--- src/rtl/hwag_ssram_pkg.sv ---
// ---------------------------------------------------------------------------
// hwag_ssram_pkg
// Shared types and constants for the hwag configuration/status SSRAM
// scheduler: FSM state encoding, arbitration winner encoding, the boot
// configuration entry layout and the well-known hwag register addresses.
// ---------------------------------------------------------------------------
package hwag_ssram_pkg;

  typedef enum logic [1:0] {
    ST_INIT    = 2'd0,
    ST_IDLE    = 2'd1,
    ST_RD_WAIT = 2'd2
  } sched_state_t;

  typedef enum logic {
    WIN_POLL = 1'b0,
    WIN_HOST = 1'b1
  } winner_t;

  // Number of boot configuration entries and the index width that walks them
  // (one spare code past the last entry marks "table finished").
  localparam int unsigned INIT_LEN  = 12;
  localparam int unsigned ROM_IDX_W = 4;

  typedef struct packed {
    logic [7:0]  addr;
    logic [15:0] data;
  } cfg_entry_t;

  localparam logic [7:0] HWACR0  = 8'd63;
  localparam logic [7:0] HWATHVL = 8'd70;

endpackage

--- src/rtl/hwag_ssram_sched_rom.sv ---
// ---------------------------------------------------------------------------
// hwag_cfg_rom
// Combinational boot configuration table: index -> {address, data}.
// Entries are replayed into hwag in index order after reset.
// Ports:
//   idx   in  ROM_IDX_W  table index (codes >= INIT_LEN return zero)
//   entry out cfg_entry_t  address/data pair for that index
// ---------------------------------------------------------------------------
module hwag_cfg_rom
  import hwag_ssram_pkg::*;
(
  input  logic [ROM_IDX_W-1:0] idx,
  output cfg_entry_t           entry
);

  always_comb begin
    entry = '{addr: 8'd0, data: 16'd0};
    case (idx)
      4'd0:  entry = '{addr: 8'd0,    data: 16'd128};   // capture limit low
      4'd1:  entry = '{addr: 8'd1,    data: 16'd0};
      4'd2:  entry = '{addr: 8'd2,    data: 16'd65535}; // capture limit high
      4'd3:  entry = '{addr: 8'd3,    data: 16'd0};
      4'd4:  entry = '{addr: 8'd4,    data: 16'd57};    // tooth count
      4'd5:  entry = '{addr: 8'd5,    data: 16'd4};
      4'd6:  entry = '{addr: 8'd6,    data: 16'd3839};
      4'd7:  entry = '{addr: HWACR0,  data: 16'd7};
      4'd8:  entry = '{addr: 8'd65,   data: 16'd2};     // interrupt enables
      4'd9:  entry = '{addr: HWATHVL, data: 16'd2};
      4'd10: entry = '{addr: 8'd127,  data: 16'd1024};  // ignition angles
      4'd11: entry = '{addr: 8'd129,  data: 16'd3830};
      default: entry = '{addr: 8'd0, data: 16'd0};
    endcase
  end

endmodule

--- src/rtl/hwag_ssram_sched.sv ---
// ---------------------------------------------------------------------------
// hwag_ssram_sched
// Owns the hwag configuration/status SSRAM port. After reset it replays the
// boot configuration table, then arbitrates single-word accesses between the
// host requester and a periodic status poller (round-robin, one command per
// cycle). Reads hold the port for READ_LAT cycles after the strobe.
// Ports:
//   clk, rst (async, active-low)
//   host_req/we/addr/wdata  host command, held until host_gnt
//   host_gnt                one-cycle pulse when the host command is issued
//   host_rvalid/rdata       host read return (rdata held until next read)
//   poll_rvalid/addr/rdata  one pulse per polled status word
//   poll_ovr, poll_ovr_clr  sticky poll overrun flag and its clear
//   init_done               boot table fully written
//   ssram_*                 hwag SSRAM port (data_oe mirrors ssram_we)
// ---------------------------------------------------------------------------
module hwag_ssram_sched #(
  parameter int unsigned POLL_PERIOD = 1000,
  parameter logic [7:0]  POLL_BASE   = 8'd64,
  parameter int unsigned POLL_LEN    = 4,
  parameter int unsigned READ_LAT    = 1
) (
  input  logic        clk,
  input  logic        rst,
  input  logic        host_req,
  input  logic        host_we,
  input  logic [7:0]  host_addr,
  input  logic [15:0] host_wdata,
  output logic        host_gnt,
  output logic        host_rvalid,
  output logic [15:0] host_rdata,
  output logic        poll_rvalid,
  output logic [7:0]  poll_addr,
  output logic [15:0] poll_rdata,
  output logic        poll_ovr,
  input  logic        poll_ovr_clr,
  output logic        init_done,
  output logic        ssram_we,
  output logic        ssram_re,
  output logic [7:0]  ssram_addr,
  output logic [15:0] ssram_data_o,
  output logic        ssram_data_oe,
  input  logic [15:0] ssram_data_i
);

  import hwag_ssram_pkg::*;

  localparam int unsigned TMR_W = (POLL_PERIOD > 1) ? $clog2(POLL_PERIOD) : 1;

  sched_state_t         state;
  winner_t              last_winner;
  logic [ROM_IDX_W-1:0] rom_idx;
  cfg_entry_t           rom_entry;
  logic [TMR_W-1:0]     poll_tmr;
  logic                 poll_pend;
  logic [3:0]           poll_idx;
  logic [1:0]           rd_cnt;
  logic                 rd_host;
  logic                 host_ok;
  logic                 pick_host;
  logic                 tmr_wrap;

  hwag_cfg_rom u_rom (
    .idx   (rom_idx),
    .entry (rom_entry)
  );

  // host_gnt is registered, so during the grant cycle the requester still
  // shows the request it just had accepted; masking it prevents a re-issue.
  assign host_ok   = host_req && !host_gnt;
  assign pick_host = host_ok && (!poll_pend || (last_winner == WIN_POLL));
  assign tmr_wrap  = init_done && (poll_tmr == TMR_W'(POLL_PERIOD - 1));

  assign ssram_data_oe = ssram_we;

  always_ff @(posedge clk or negedge rst) begin
    if (!rst) begin
      state        <= ST_INIT;
      last_winner  <= WIN_POLL;
      rom_idx      <= '0;
      init_done    <= 1'b0;
      poll_pend    <= 1'b0;
      poll_idx     <= '0;
      rd_cnt       <= '0;
      rd_host      <= 1'b0;
      ssram_we     <= 1'b0;
      ssram_re     <= 1'b0;
      ssram_addr   <= '0;
      ssram_data_o <= '0;
      host_gnt     <= 1'b0;
      host_rvalid  <= 1'b0;
      host_rdata   <= '0;
      poll_rvalid  <= 1'b0;
      poll_addr    <= '0;
      poll_rdata   <= '0;
    end else begin
      ssram_we    <= 1'b0;
      ssram_re    <= 1'b0;
      host_gnt    <= 1'b0;
      host_rvalid <= 1'b0;
      poll_rvalid <= 1'b0;
      case (state)
        ST_INIT: begin
          if (rom_idx == ROM_IDX_W'(INIT_LEN)) begin
            init_done <= 1'b1;
            state     <= ST_IDLE;
          end else begin
            ssram_we     <= 1'b1;
            ssram_addr   <= rom_entry.addr;
            ssram_data_o <= rom_entry.data;
            rom_idx      <= rom_idx + ROM_IDX_W'(1);
          end
        end
        ST_IDLE: begin
          if (pick_host) begin
            host_gnt    <= 1'b1;
            last_winner <= WIN_HOST;
            ssram_addr  <= host_addr;
            if (host_we) begin
              ssram_we     <= 1'b1;
              ssram_data_o <= host_wdata;
            end else begin
              ssram_re <= 1'b1;
              rd_host  <= 1'b1;
              rd_cnt   <= '0;
              state    <= ST_RD_WAIT;
            end
          end else if (poll_pend) begin
            last_winner <= WIN_POLL;
            ssram_re    <= 1'b1;
            ssram_addr  <= POLL_BASE + {4'd0, poll_idx};
            rd_host     <= 1'b0;
            rd_cnt      <= '0;
            state       <= ST_RD_WAIT;
          end
        end
        ST_RD_WAIT: begin
          // ssram_addr is untouched while waiting, so it still names the word.
          if (rd_cnt == 2'(READ_LAT)) begin
            state <= ST_IDLE;
            if (rd_host) begin
              host_rvalid <= 1'b1;
              host_rdata  <= ssram_data_i;
            end else begin
              poll_rvalid <= 1'b1;
              poll_addr   <= ssram_addr;
              poll_rdata  <= ssram_data_i;
              poll_idx    <= poll_idx + 4'd1;
              if (poll_idx == 4'(POLL_LEN - 1)) poll_pend <= 1'b0;
            end
          end else begin
            rd_cnt <= rd_cnt + 2'd1;
          end
        end
        default: state <= ST_INIT;
      endcase
      // A timer wrap restarts the burst and overrides a same-cycle capture.
      if (tmr_wrap) begin
        poll_pend <= 1'b1;
        poll_idx  <= '0;
      end
    end
  end

  always_ff @(posedge clk or negedge rst) begin
    if (!rst) begin
      poll_tmr <= '0;
      poll_ovr <= 1'b0;
    end else begin
      if (!init_done || tmr_wrap) poll_tmr <= '0;
      else                        poll_tmr <= poll_tmr + TMR_W'(1);
      if (tmr_wrap && poll_pend) poll_ovr <= 1'b1;
      else if (poll_ovr_clr)     poll_ovr <= 1'b0;
    end
  end

endmodule

--- config.mk ---
export PLATFORM = sky130hd
export DESIGN_NAME = hwag_ssram_sched
export DESIGN_NICKNAME = d
export VERILOG_FILES = /design/src/rtl/hwag_ssram_pkg.sv /design/src/rtl/hwag_ssram_sched_rom.sv /design/src/rtl/hwag_ssram_sched.sv
export SDC_FILE = /design/constraint.sdc
export NUM_CORES = 1
export LEC_CHECK = 0
export CAP_MARGIN = 20
export CORE_ASPECT_RATIO = 0.9
export CORE_UTILIZATION = 52
export DETAILED_ROUTE_END_ITERATION = 10
export PLACE_DENSITY = 0.85
export REMOVE_ABC_BUFFERS = 1
export SYNTH_ARGS = -nofsm -noshare
export SYNTH_HDL_FRONTEND = slang
export SYNTH_SLANG_ARGS = --single-unit
--- constraint.sdc ---
create_clock -name clk -period 4.8 [get_ports clk]
set_input_delay 0.96 -clock clk [delete_from_list [all_inputs] [get_ports clk]]
set_output_delay 0.96 -clock clk [all_outputs]
set_load 0.1 [all_outputs]
==> summary.md <==
| Metric | Value |
|---|---|
| Result of the run | finished, violations left |
| Failing checks | design-rule violations |
| Violation count after the first detailed-routing iteration | 103 |
| Post-synth top cells | 96 x sky130_fd_sc_hd__dfrtp_1, 75 x sky130_fd_sc_hd__nand2_1, 26 x sky130_fd_sc_hd__mux2_2 |
| Top area cells in the synthesized netlist | sky130_fd_sc_hd__dfrtp_1 56%, sky130_fd_sc_hd__mux2_2 6.8%, sky130_fd_sc_hd__nand2_1 6.5% |
| Worst hold path type | reg -> reg |
| Number of buffer and inverter instances along the worst setup path | 1 |
| Number of remaining DRC errors | 14 |
| Clock period minus final worst setup slack | 2.89 ns |
| Setup repair after global routing missed its margin | no |
| Core outline area | 8030 µm² |
| Fraction of registers with async set or reset after synthesis | 100% |
| Clk sink count | 96 |
| Inserted Clock Buffers | 9 |
| Data required, critical path | 3.84 ns |
| Final Slew Violations | 0 |
| Number of failing setup endpoints in the final timing report | 0 |
| Number of antenna cells inserted | 0 |
| Post-synthesis xor/xnor area fraction | 2.85% |
| Count of pins on the block boundary | 117 |
| Max cap viols | 0 |
| Setup fix buffers added after clock tree synthesis | 0 |
| Synthesis-to-finish area growth | 32.8% |
| Initial Util | 53.6% |
| Critical path's largest stage delay | 1.17 ns |
| Final Non-Filler Cells | 614 |
| Port bufs | 116 |
| Post-detailed-route count of antenna-violating nets | 0 |
| Cell family with most CP delay | buffers and inverters |
| Number of cells upsized or downsized after cts | 0 |
| Adder-cell share of the synthesized area | 2.91% |
| Post-CTS Hold Buffers | 0 |
| Share of final-layout standard cells stronger than drive strength 1 | 10.7% |
| Worst-skew pair later-pin latency | 0.35 ns |
| Accumulated negative setup slack | 0 ns |
| Fraction of synthesized cell area taken by the top area cell type | 55.8% |
| Final hold violation count | 0 |
| Register area share after synthesis | 55.8% |
| Maximum achievable frequency | 346 MHz |
| HPWL reported at the end of detailed placement | 6970 µm |
| Number of enable flip-flop cells after synthesis | 0 |
| Arr. time, crit path | 1.93 ns |
| Count leader, synth | sky130_fd_sc_hd__dfrtp_1 |
| Kind of start point of the critical path | flip-flop |
| Detailed-route wire length | 9850 µm |
| Period Utilization, post-route | 60.2% |
| Worst slew margin | 33.1% |
| Critical Setup Path Class | reg -> out |
| Die Area | 8640 µm² |
| Clock-pin slew reported for the worst setup and hold paths after clock tree synthesis | 0.09 ns |
| YS warnings | 0 |
| Area share of and/or/nand/nor cells after synthesis | 15.4% |
| Summed instance area of the synthesized netlist | 4300 µm² |
| Compound-cell area share of the yosys netlist | 12.1% |
| Number of nets in the final layout | 566 |
| Height of the die | 88.3 µm |
| Slew at the pin closest to its max-slew limit | 1.00 ns |
| Global route total overflow | 0 |
| Routability congestion estimate from global placement | 0.879 |
| Initial antenna violation count | 0 |
| Row count | 31 |
| Wire length of the first global-routing pass | 15,700 µm |
| CTS tree | yes |
| Worst clock skew on the final layout | 0.00852 ns |
| Vias/cell | 5.49 |
| Worst-path fanout max | 3 |
| Critical path capture point type | primary output |
| Main flop type after synthesis | sky130_fd_sc_hd__dfrtp_1 |
| Gate count of the mapped netlist | 399 |
| Number of distinct library cells after synthesis | 51 |
| Average routed wire per standard cell | 16.0 µm |
| CTS Buffer Depth | 2 |
| Mean instance size in the synthesized netlist | 10.8 µm² |
| Combinational family with the most area after synthesis | simple AND/OR/NAND/NOR gates |
| Area leader, netlist | sky130_fd_sc_hd__dfrtp_1 |
| Mux share of post-synthesis cell area | 7.30% |
| Sequence of cells on the critical path | clkdlybuf4s50_1 |
| Placed cells | 598 |
| Number of levels the H-tree was split into | 3 |
| Fill cell instance count of the final layout | 588 |
| Maximum number of pins on one net before global-route repair | 63 |
| Horizontal die dimension | 97.9 µm |
| Vias post-DR | 3,373 |
| Overall Global Routing Usage | 23.3% |
| Vias in the first global route | 3,334 |
| Standard cell with the maximum stage delay on the critical path | sky130_fd_sc_hd__clkdlybuf4s50_1 |
| First drt pass iteration count | 7 |
| CTS root buffer | sky130_fd_sc_hd__clkbuf_8 |
| Number of register bits inferred by synthesis | 96 |
[cells in the final DEF, fill, tap and decap left out, types with 7 or more instances in the layout]
cell type | Yosys | final
sky130_fd_sc_hd__inv_1 | 11 | 11
sky130_fd_sc_hd__a21oi_1 | 20 | 20
sky130_fd_sc_hd__clkdlybuf4s50_1 | 0 | 115
sky130_fd_sc_hd__o21ai_0 | 25 | 25
sky130_fd_sc_hd__nand2b_1 | 7 | 7
sky130_fd_sc_hd__nand2_1 | 75 | 75
sky130_fd_sc_hd__mux2_2 | 26 | 26
sky130_fd_sc_hd__clkbuf_8 | 0 | 9
sky130_fd_sc_hd__dfrtp_1 | 96 | 96
sky130_fd_sc_hd__nor2_1 | 22 | 22
sky130_fd_sc_hd__nand3_1 | 9 | 9
sky130_fd_sc_hd__and3_1 | 9 | 9
sky130_fd_sc_hd__xnor2_1 | 11 | 11
sky130_fd_sc_hd__ha_1 | 10 | 10
[final cells by class]
cell class,count,area (µm²),share of cell area (%)
clock inverter,5,81.3,1.42
timing repair buffer,119,1190,20.8
clock buffer,10,128,2.23
sequential,96,2400,42.0
tap,99,124,2.17
multi-input combinational,273,1740,30.5
inverter,12,45.0,0.788
[routing by layer]
metal / GRT usage [%] / wire length (µm) / vias up
met5: 0 / 0 / -
met4: 8.82 / 161 / 0
met3: 5.21 / 688 / 14
met2: 38.9 / 4650 / 115
met1: 30.5 / 4350 / 1650
li1: - / - / 1594
[stage by stage]
stage	util, %	instance area, µm²	setup slack [ns]	hold WS (ns)
final	71.2	5710	1.91	0.482
after global routing	71.2	5710	1.87	0.499
after CTS	71.0	5700	1.76	0.483
after detailed placement	68.4	5490	1.36	0.462
after global placement	68.4	5490	1.46	0.458
after floorplan	-	4190	2.24	0.448
[registers in the layout (all words and copies together), names as in the netlist, 2 cells and up]
register / cells
host_rdata: 16
poll_rdata: 16
ssram_data_o: 16
poll_tmr: 10
poll_addr: 8
ssram_addr: 8
poll_idx: 4
rom_idx: 4
rd_cnt: 2
state: 2
[final timing paths]
check                          startpoint              to  slack [ns]  cells past startpoint
hold / removal             host_rdata[13]  host_rdata[13]        0.48                      2
min in group asynchronous             rst  host_rdata[15]        0.66                      1
hold reg to reg            host_rdata[13]  host_rdata[13]        0.48                      2
setup / recovery            ssram_addr[1]   ssram_addr[1]        1.91                      1
setup reg to reg                rd_cnt[1]       poll_pend        2.72                      6
max in group asynchronous             rst   poll_rdata[9]        3.17                      2
[cells by family after synthesis]
kind of cell	Yosys count
xor gates and xnor gates	14
and+or+nand+nor	143
DFF	96
muxes	28
AOI/OAI and AO/OA	78
adders and majority gates	10
buffers and inverters	30
Power is not shown: default switching activity piles up to over one toggle a cycle in this logic, so the estimate is an artifact.
